$ cat src/rtl/bcd_pkg.sv
// Shared types and constants for the digit-serial BCD adder/subtractor.
// BCD_ADJ is the +6 correction applied when a digit sum passes BCD_MAX.
package bcd_pkg;

  typedef logic [3:0] bcd_digit_t;

  localparam bcd_digit_t BCD_MAX = 4'd9;
  localparam bcd_digit_t BCD_ADJ = 4'd6;

  typedef enum logic [1:0] {
    IDLE = 2'd0,
    RUN  = 2'd1,
    DONE = 2'd2
  } state_e;

endpackage

$ cat src/rtl/bcd_serial_addsub_if.sv
// Operand/result handshake bundle for bcd_serial_addsub.
// master = operand producer and result consumer, slave = the adder.
interface bcd_serial_addsub_if #(
  parameter int NDIGITS = 3
);

  logic                   in_valid;
  logic                   in_ready;
  logic [4*NDIGITS-1:0]   a;
  logic [4*NDIGITS-1:0]   b;
  logic                   cin;
  logic                   sub;
  logic                   out_valid;
  logic                   out_ready;
  logic [4*NDIGITS-1:0]   result;
  logic                   cout;
  logic                   err;

  modport master (
    output in_valid, a, b, cin, sub, out_ready,
    input  in_ready, out_valid, result, cout, err
  );

  modport slave (
    input  in_valid, a, b, cin, sub, out_ready,
    output in_ready, out_valid, result, cout, err
  );

endinterface

$ cat src/rtl/bcd_digit_step.sv
// Combinational single-digit BCD add cell with optional nine's complement of b.
// With BCD_INVALID_CHECK_EN defined it also flags raw operand digits above 9.
module bcd_digit_step
  import bcd_pkg::*;
(
  input  bcd_digit_t a,
  input  bcd_digit_t b,
  input  logic       cin,
  input  logic       sub,
  output bcd_digit_t digit,
  output logic       cout
`ifdef BCD_INVALID_CHECK_EN
  ,
  output logic       invalid
`endif
);

  bcd_digit_t b_eff;
  logic [4:0] sum;

  always_comb begin
    b_eff = sub ? (BCD_MAX - b) : b;
    sum   = {1'b0, a} + {1'b0, b_eff} + {4'd0, cin};
    // The +6 correction only needs the low nibble; the carry comes from the compare.
    if (sum > {1'b0, BCD_MAX}) begin
      digit = sum[3:0] + BCD_ADJ;
      cout  = 1'b1;
    end else begin
      digit = sum[3:0];
      cout  = 1'b0;
    end
  end

`ifdef BCD_INVALID_CHECK_EN
  assign invalid = (a > BCD_MAX) || (b > BCD_MAX);
`endif

endmodule

$ cat src/rtl/bcd_serial_addsub.sv
// Digit-serial BCD add/subtract, one digit per clock LSD first; result held until accepted.
// Optional BCD_INVALID_CHECK_EN adds a sticky non-BCD digit flag on err.
module bcd_serial_addsub
  import bcd_pkg::*;
#(
  parameter int NDIGITS = 3
)(
  input  logic               clk,
  input  logic               rst_n,
  bcd_serial_addsub_if.slave bus
);

  localparam int W  = 4 * NDIGITS;
  localparam int IW = (NDIGITS > 1) ? $clog2(NDIGITS) : 1;
  localparam logic [IW-1:0] LAST_IDX = IW'(NDIGITS - 1);

  state_e         state_q, state_d;
  logic [W-1:0]   a_q, a_d;
  logic [W-1:0]   b_q, b_d;
  logic [W-1:0]   result_q, result_d;
  logic [IW-1:0]  idx_q, idx_d;
  logic           carry_q, carry_d;
  logic           cout_q, cout_d;
  logic           sub_q, sub_d;
  logic           err_q, err_d;

  bcd_digit_t     step_digit;
  logic           step_carry;
  logic           step_invalid;

  // Operands shift right each digit, so the cell always reads the low nibble.
  bcd_digit_step u_step (
    .a     (a_q[3:0]),
    .b     (b_q[3:0]),
    .cin   (carry_q),
    .sub   (sub_q),
    .digit (step_digit),
    .cout  (step_carry)
`ifdef BCD_INVALID_CHECK_EN
    ,
    .invalid (step_invalid)
`endif
  );

`ifndef BCD_INVALID_CHECK_EN
  assign step_invalid = 1'b0;
`endif

  always_comb begin
    state_d  = state_q;
    a_d      = a_q;
    b_d      = b_q;
    result_d = result_q;
    idx_d    = idx_q;
    carry_d  = carry_q;
    cout_d   = cout_q;
    sub_d    = sub_q;
    err_d    = err_q;

    unique case (state_q)
      IDLE: begin
        if (bus.in_valid) begin
          a_d      = bus.a;
          b_d      = bus.b;
          carry_d  = bus.cin;
          sub_d    = bus.sub;
          idx_d    = '0;
          result_d = '0;
          cout_d   = 1'b0;
          err_d    = 1'b0;
          state_d  = RUN;
        end
      end
      RUN: begin
        result_d[4*idx_q +: 4] = step_digit;
        carry_d = step_carry;
        a_d     = a_q >> 4;
        b_d     = b_q >> 4;
        idx_d   = idx_q + 1'b1;
        err_d   = err_q | step_invalid;
        if (idx_q == LAST_IDX) begin
          cout_d  = step_carry;
          state_d = DONE;
        end
      end
      DONE: begin
        if (bus.out_ready) begin
          err_d   = 1'b0;
          state_d = IDLE;
        end
      end
      default: state_d = IDLE;
    endcase
  end

  always_ff @(posedge clk or negedge rst_n) begin
    if (!rst_n) begin
      state_q  <= IDLE;
      a_q      <= '0;
      b_q      <= '0;
      result_q <= '0;
      idx_q    <= '0;
      carry_q  <= 1'b0;
      cout_q   <= 1'b0;
      sub_q    <= 1'b0;
      err_q    <= 1'b0;
    end else begin
      state_q  <= state_d;
      a_q      <= a_d;
      b_q      <= b_d;
      result_q <= result_d;
      idx_q    <= idx_d;
      carry_q  <= carry_d;
      cout_q   <= cout_d;
      sub_q    <= sub_d;
      err_q    <= err_d;
    end
  end

  assign bus.in_ready  = (state_q == IDLE);
  assign bus.out_valid = (state_q == DONE);
  assign bus.result    = result_q;
  assign bus.cout      = cout_q;
`ifdef BCD_INVALID_CHECK_EN
  assign bus.err       = err_q;
`else
  assign bus.err       = 1'b0;
`endif

endmodule

$ cat src/flat_wrapper.sv
// flat-port wrapper written by rule: the top's interface ports become plain ports
module bcd_serial_addsub_flat import bcd_pkg::*;
#(
  parameter int NDIGITS = 3
)
  (clk, rst_n, bus_in_valid, bus_a, bus_b, bus_cin, bus_sub, bus_out_ready, bus_in_ready, bus_out_valid, bus_result, bus_cout, bus_err);
  bcd_serial_addsub_if #(.NDIGITS(NDIGITS)) bus_i ();
  input  logic clk;
  input  logic rst_n;
  input wire logic [$bits(bus_i.in_valid)-1:0] bus_in_valid;
  input wire logic [$bits(bus_i.a)-1:0] bus_a;
  input wire logic [$bits(bus_i.b)-1:0] bus_b;
  input wire logic [$bits(bus_i.cin)-1:0] bus_cin;
  input wire logic [$bits(bus_i.sub)-1:0] bus_sub;
  input wire logic [$bits(bus_i.out_ready)-1:0] bus_out_ready;
  output wire logic [$bits(bus_i.in_ready)-1:0] bus_in_ready;
  output wire logic [$bits(bus_i.out_valid)-1:0] bus_out_valid;
  output wire logic [$bits(bus_i.result)-1:0] bus_result;
  output wire logic [$bits(bus_i.cout)-1:0] bus_cout;
  output wire logic [$bits(bus_i.err)-1:0] bus_err;
  assign bus_i.in_valid = bus_in_valid;
  assign bus_i.a = bus_a;
  assign bus_i.b = bus_b;
  assign bus_i.cin = bus_cin;
  assign bus_i.sub = bus_sub;
  assign bus_i.out_ready = bus_out_ready;
  assign bus_in_ready = bus_i.in_ready;
  assign bus_out_valid = bus_i.out_valid;
  assign bus_result = bus_i.result;
  assign bus_cout = bus_i.cout;
  assign bus_err = bus_i.err;
  bcd_serial_addsub #(.NDIGITS(NDIGITS)) u_core (.clk(clk), .rst_n(rst_n), .bus(bus_i));
endmodule
$ cat config.mk
export PLATFORM = sky130hd
export DESIGN_NAME = bcd_serial_addsub_flat
export DESIGN_NICKNAME = d
export VERILOG_FILES = /design/src/rtl/bcd_pkg.sv /design/src/rtl/bcd_serial_addsub_if.sv /design/src/rtl/bcd_digit_step.sv /design/src/rtl/bcd_serial_addsub.sv /design/src/flat_wrapper.sv
export SDC_FILE = /design/constraint.sdc
export NUM_CORES = 1
export LEC_CHECK = 0
export CAP_MARGIN = 20
export CORE_ASPECT_RATIO = 1.75
export CORE_MARGIN = 5
export CORE_UTILIZATION = 47
export CTS_CLUSTER_DIAMETER = 100
export CTS_CLUSTER_SIZE = 10
export DETAILED_ROUTE_END_ITERATION = 8
export PLACE_DENSITY_LB_ADDON = 0.25
export SLEW_MARGIN = 20
export SYNTH_ARGS = -nofsm -noshare
export SYNTH_HDL_FRONTEND = slang
export SYNTH_SLANG_ARGS = --single-unit
export TNS_END_PERCENT = 1
$ cat constraint.sdc
create_clock -name clk -period 3.03 [get_ports clk]
set_clock_uncertainty 0.1 [all_clocks]
set_input_delay 0.606 -clock clk [delete_from_list [all_inputs] [get_ports clk]]
set_output_delay 0.606 -clock clk [all_outputs]
set_load 0.05 [all_outputs]
* Yosys cells after proc, flatten, opt, wreduce, memory -nomap -nowiden *
Cells that the tools add are included.

word-level totals
  bits in registers = 43
  input port bits = 30
  output and inout port bits = 16
  logic and storage cells = 50

operators by class
  $add $sub $neg = 6
  magnitude comparators = 1
  equality and inequality tests = 6
  shift operators = 2
  muxes and demuxes = 21
  reduce and logical (&&, ||, !) cells = 6

operators by type and width
  kind                     number
  $pmux 12 s2              3
  $mux 12                  3
  $neg 4->34               1
  $shift 4x34->12 const A  1
  $shiftx 4x34->12         1
  $bwmux 12                1
  $mux 2                   4
  $mux 4                   2
  $pmux 2 s3               1
  $reduce_and 3->1         2
  $add 4x4->5              1
  $add 5x1->5              1
  $gt 5x4->1 const B       1
  $add 4x3->4 const B      1
  $eq 2x2->1 const B       2
  $mux 1                   4
  $ne 2x2->1 const B       2
  $pmux 1 s2               2
  $pmux 2 s2               1
  $reduce_and 2->1         2
  $sub 4x4->4 const A      1
  $add 2x1->2 const B      1
  $eq 2x1->1 const B       1
  $logic_not 2->1          1
  other kinds (2)          2

* Depth between registers and ports, before layout *
  word-level depth = 9
  gate-level depth with buffers = 13
  depth with buffers taken out = 13

* Cells and area by module *
A second synthesis with hierarchy kept.

second synthesis, totals
  cell total of the unflattened synthesis = 210
  area, all modules = 2222.1 um2

by module, submodules not included
  module             instances  cells each  area an instance (um2)
  bcd_serial_addsub  1          175         1944.4
  bcd_digit_step     1          35          277.8

* Worst setup path before layout *
No wires, ideal clock.

  path type = register to register
  start point = register u_core.sub_q
  end point = register u_core.result_q[10], in the netlist u_core.bus.result[10]
  arrival = 2619 ps
  required time = 2806 ps
  path slack = 187 ps
  cell stages (with the launch flop) = 13
  path buffers = 0
  cells stage by stage = dfrtp_1 > xnor2_1 > fa_1 > inv_1 > fa_1 > xor2_1 > inv_1 > ha_1 > nand2_1 > nand3b_1 > o31ai_1 > o41ai_1 > a211o_1

on the way
  cells in the longest elaborated chain, start to end = 8

ends and longest elaborated chain
  element                                           RTL line                                    RTL
  start, declared                                   bcd_serial_addsub.sv:24                     logic sub_q, sub_d;
  start signal, assigned                            bcd_serial_addsub.sv:115                    sub_q <= sub_d;
  $mux 4 (*)                                        bcd_digit_step.sv:22                        b_eff = sub ? (BCD_MAX - b) : b;
  $add 4x4->5 (*)                                   bcd_digit_step.sv:23                        sum = {1'b0, a} + {1'b0, b_eff} + {4'd0, cin};
  $add 5x1->5 (*)                                   bcd_digit_step.sv:23
  $add 4x3->4 / $gt 5x4->1 (equally long branches)  bcd_digit_step.sv:26, bcd_digit_step.sv:25
  $mux 4 (*)                                        bcd_digit_step.sv:25                        if (sum > {1'b0, BCD_MAX}) begin
  $shiftx 4x34->12 (*)                              bcd_serial_addsub.sv:75                     result_d[4*idx_q +: 4] = step_digit;
  $bwmux 12 (*)                                     bcd_serial_addsub.sv:75
  $pmux 12 s2 (*)                                   bcd_serial_addsub.sv:60                     unique case (state_q)
  end signal, assigned                              bcd_serial_addsub.sv:111                    result_q <= result_d;
  end, declared                                     bcd_serial_addsub.sv:20                     logic [W-1:0] result_q, result_d;

Mark *: on every way between the ends. The rest lies on a longest branch, timed or not.
A chain may end at the register's enable or synchronous reset.

* Worst setup path after layout *
  start point = register u_core.b_q[0]
  end point = register u_core.result_q[6], in the netlist u_core.bus.result[6]

on the way
  cells in the longest elaborated chain, start to end = 9

ends and longest elaborated chain
  element                                           RTL line                                    RTL
  start, declared                                   bcd_serial_addsub.sv:19                     logic [W-1:0] b_q, b_d;
  start signal, assigned                            bcd_serial_addsub.sv:100                    b_q <= '0;
  start signal, assigned                            bcd_serial_addsub.sv:110                    b_q <= b_d;
  $sub 4x4->4                                       bcd_digit_step.sv:22
  $mux 4 (*)                                        bcd_digit_step.sv:22
  $add 4x4->5 (*)                                   bcd_digit_step.sv:23
  $add 5x1->5 (*)                                   bcd_digit_step.sv:23
  $add 4x3->4 / $gt 5x4->1 (equally long branches)  bcd_digit_step.sv:26, bcd_digit_step.sv:25
  $mux 4 (*)                                        bcd_digit_step.sv:25
  $shiftx 4x34->12 (*)                              bcd_serial_addsub.sv:75
  $bwmux 12 (*)                                     bcd_serial_addsub.sv:75
  $pmux 12 s2 (*)                                   bcd_serial_addsub.sv:60

Marks and branches as above.

==> PnR_summary.wiki <==
{| class="wikitable"
! Metric !! Value
|-
| Final-report setup violation count || 0
|-
| Global Route met1 Usage || 0.188
|-
| Minimum setup slack among reg-to-reg paths || around 0.13 ns
|-
| Master cell of the clock root buffer || clkbuf_8
|-
| Count of flip-flops with a built-in enable after synthesis || 0
|-
| Critical path's slowest cell || fa_2
|-
| Total buffers and inverters traversed by the critical path || 3
|-
| Hold buffer count at cts || 0
|-
| CP arrival || about 3.0 ns
|-
| Overall routed net length || 5230 um
|-
| Antenna diode count || 0
|-
| Critical Path Max Stage Delay || between 0.4 and 0.5 ns
|-
| Met3 Track Usage GR || 0.0378
|-
| Seq/Total Area, Yosys || 0.451
|-
| Vert. Die Dim || about 100 um
|-
| Pin count of the biggest net entering global routing || 44
|-
| Post-detailed-route DRC marker count || 0
|-
| Ranking of synthesized cells by instance count || nand2_1 (57), dfrtp_1 (43), o21ai_0 (32)
|-
| Max-cap violation count || 0
|-
| Total placed instance area || between 2000 and 3000 sq um
|-
| Wire length of the first global-routing pass || 9160 um
|-
| First-pass iteration count of the detailed router || 4
|-
| Cell family with the largest share of critical-path delay || adder cells
|-
| Worst setup slack after layout || 0.133 ns
|-
| Routed wirelength normalized by instance count || 14.8 um
|-
| Max-slew violation count || 0
|-
| Run status || completed
|-
| Effective utilization at floorplan || 0.484
|-
| Number of buffers between clock root and the deepest sink || 2
|-
| Vias || 1,934
|-
| Worst-skew pair later-pin latency || 0.30 ns
|-
| Post-Place Cells || ~340
|-
| Worst setup slack before clock tree synthesis || -0.0298 ns
|-
| Cell area after synthesis || 2390 sq um
|-
| Io pins || 46
|-
| Maximum fanout encountered on the critical timing path || 4
|-
| Maximum clock frequency || 345 MHz
|-
| Die Area || ~6700 sq um
|-
| Area growth from synthesis to final layout || 27.8%
|-
| Final hold violation count || 0
|-
| Mapped Avg Cell Area || 9.47 sq um
|-
| Standard-cell rows || 34
|-
| Port bufs || 44
|-
| Setup repair after global routing missed its margin || false
|-
| Normalized max-slew margin || 0.378
|-
| Fraction of synthesis flops using an asynchronous set or reset pin || 1.00
|-
| Worst setup SP type || flip-flop
|-
| Number of global-route vias before repair || 1,967
|-
| Via-per-instance ratio || 5.48
|-
| Worst setup path class || reg2reg
|-
| Final std cells w/o fill || 353
|-
| Critical R2R Launch || u_core.b_q[0]$_DFFE_PN0P_
|-
| Synth top area share || 0.451
|-
| Post-synthesis register bit count || 43
|-
| Post-route minimum period || 2.90 ns
|-
| Number of antenna violations at the first check in global routing || 0
|-
| Antenna-violating nets left || 0
|-
| Number of violations reported at the end of detailed-routing iteration 0 || between 80 and 90
|-
| Global-route congestion overflow total || 0
|-
| WP data required || 3.16 ns
|-
| CTS tree || built
|-
| Worst-margin pin slew || 0.933 ns
|-
| Number of nets in the layout || 338
|-
| Endpoint of the worst-slack reg-to-reg timing path || u_core.bus.result[6]$_DFFE_PN0P_
|-
| Number of clock buffers inserted by TritonCTS || 5
|-
| Dominant synthesized flop cell || dfrtp_1
|-
| Nets in the synthesized netlist || 292
|-
| RePlAce Congestion || roughly 0.84
|-
| Share of post-route cells with drive strength above 1 || 0.110
|-
| Highest-utilization routing layer at the global route stage || met2
|-
| FILL cells || between 400 and 500
|-
| Hold WC Path Type || in2async
|-
| Global-route usage over all layers || 0.169
|-
| Core region area || 4930 sq um
|-
| Most common cell in the netlist || nand2_1
|-
| Logic depth of the worst register-to-register path || 12
|-
| Critical path cell sequence || xnor2_1, fa_1, inv_1, fa_2, inv_2, ha_2, nand2_1, buf_4, nand3b_1, o31ai_4, o32a_1, nand3_1
|-
| Yosys synthesis warning count || 0
|-
| Number of distinct library cell variants in the gate-level netlist after synthesis || between 40 and 50
|-
| Part of the cycle the worst path needs || 0.956
|-
| Clk sink count || 43
|-
| Clock-pin slew of the registers on the worst-case setup and hold paths || 0.09 ns
|-
| Maximum level of the CTS H-tree || 2
|-
| Area contributors post-synth || dfrtp_1 (45%), nand2_1 (9.0%), mux2i_1 (6.7%)
|-
| Met2 usage || 0.299
|-
| Cell type with the largest total area after synthesis || dfrtp_1
|-
| Half-perimeter wire length after detailed placement || 4010 um
|-
| Count of mapped cells out of synthesis || 252
|-
| Area of all placed cells without fillers || 3050 sq um
|-
| Critical path endpoint category || flip-flop
|-
| Final Hold Slack || between 0.3 and 0.4 ns
|-
| Die W || between 60 and 70 um
|}
-- per-layer routing --
layer / routed length (um) / part of all wire / vias up
met1: 1950 / 0.37 / 911
met4: 140 / 0.027 / 0
li1: - / - / 962
met5: 0 / 0 / -
met3: 271 / 0.052 / 10
met2: 2870 / 0.55 / 51
-- kinds of logic after synthesis --
family | after synthesis | synth area share
compound gates | 64 | 0.166
other cells | 1 | 0.00157
xor+xnor | 3 | 0.0110
buf+inv | 24 | 0.0467
fa+ha+maj | 10 | 0.0587
mux | 17 | 0.0718
flops | 43 | 0.451
simple gates | 90 | 0.193
-- worst max path at each step --
stage	startpoint	endpoint	slack (ns)	cells past startpoint
5_1_grt	u_core.sub_q$_DFFE_PN0P_	u_core.bus.result[6]$_DFFE_PN0P_	0.005	12
3_3_place_gp	u_core.sub_q$_DFFE_PN0P_	u_core.bus.result[10]$_DFFE_PN0P_	0.11	12
2_1_floorplan	u_core.sub_q$_DFFE_PN0P_	u_core.bus.result[10]$_DFFE_PN0P_	0.19	12
6_report	u_core.b_q[0]$_DFFE_PN0P_	u_core.bus.result[6]$_DFFE_PN0P_	0.13	12
3_5_place_dp	u_core.sub_q$_DFFE_PN0P_	u_core.bus.result[10]$_DFFE_PN0P_	-0.03	12
4_1_cts	u_core.sub_q$_DFFE_PN0P_	u_core.bus.result[10]$_DFFE_PN0P_	0.02	12
-- registers in the layout, indices dropped and copies added (netlist names) --
name / count
u_core.b_q: 12
u_core.state_q: 2
u_core.bus.result: 12
u_core.a_q: 12
u_core.carry_q: 1
u_core.idx_q: 2
u_core.bus.cout: 1
u_core.sub_q: 1
-- cell usage in the layout (no fill, tap or decap), types with 2 or more instances in the layout --
| cell | synthesis | layout |
|---|---|---|
| mux2i_1 | 16 | 16 |
| o22ai_1 | 3 | 3 |
| a22o_1 | 3 | 3 |
| nand2_1 | 57 | 57 |
| nand3_1 | 4 | 4 |
| or3_1 | 5 | 5 |
| o32a_1 | 2 | 2 |
| ha_1 | 8 | 7 |
| a21o_1 | 4 | 4 |
| buf_4 | 3 | 6 |
| o31ai_1 | 5 | 4 |
| clkdlybuf4s50_1 | 0 | 43 |
| dfrtp_1 | 43 | 43 |
| clkbuf_8 | 0 | 6 |
| a21oi_1 | 6 | 6 |
| xnor2_1 | 2 | 2 |
| nor3_1 | 4 | 4 |
| or3_4 | 2 | 2 |
| nor2_1 | 2 | 2 |
| nand2b_1 | 2 | 2 |
| o21ai_0 | 32 | 32 |
| inv_1 | 12 | 11 |
| nand3b_1 | 2 | 2 |
| nor2b_1 | 4 | 3 |
-- through the flow --
| stage | TNS, ns | util |
|---|---|---|
| after floorplan | 0 | - |
| after global placement | 0 | 0.584 |
| after detailed placement | -0.0332 | 0.584 |
| after CTS | 0 | 0.610 |
| after global routing | 0 | 0.618 |
| final | 0 | 0.618 |
-- what timing repair did --
action | in CTS | in global routing
endpoints found under the setup margin | 2 | 8
pin swaps | 0 | 1
resized for setup | 1 | 7
buffers inserted | 0 | 1
-- cell type report --
type / count / area (sq um) / area share
Clock inverter: 2 / 38.8 / 0.0127
Tap cell: 54 / 67.6 / 0.0221
Multi-Input combinational cell: 185 / 1240 / 0.406
Sequential cell: 43 / 1080 / 0.353
Clock buffer: 6 / 82.6 / 0.0271
Timing Repair Buffer: 51 / 500 / 0.164
Inverter: 12 / 45.0 / 0.0148
Power is left out: the tool's default activity adds up to more than one toggle a clock period on the data nets, which glitch-free logic cannot reach.
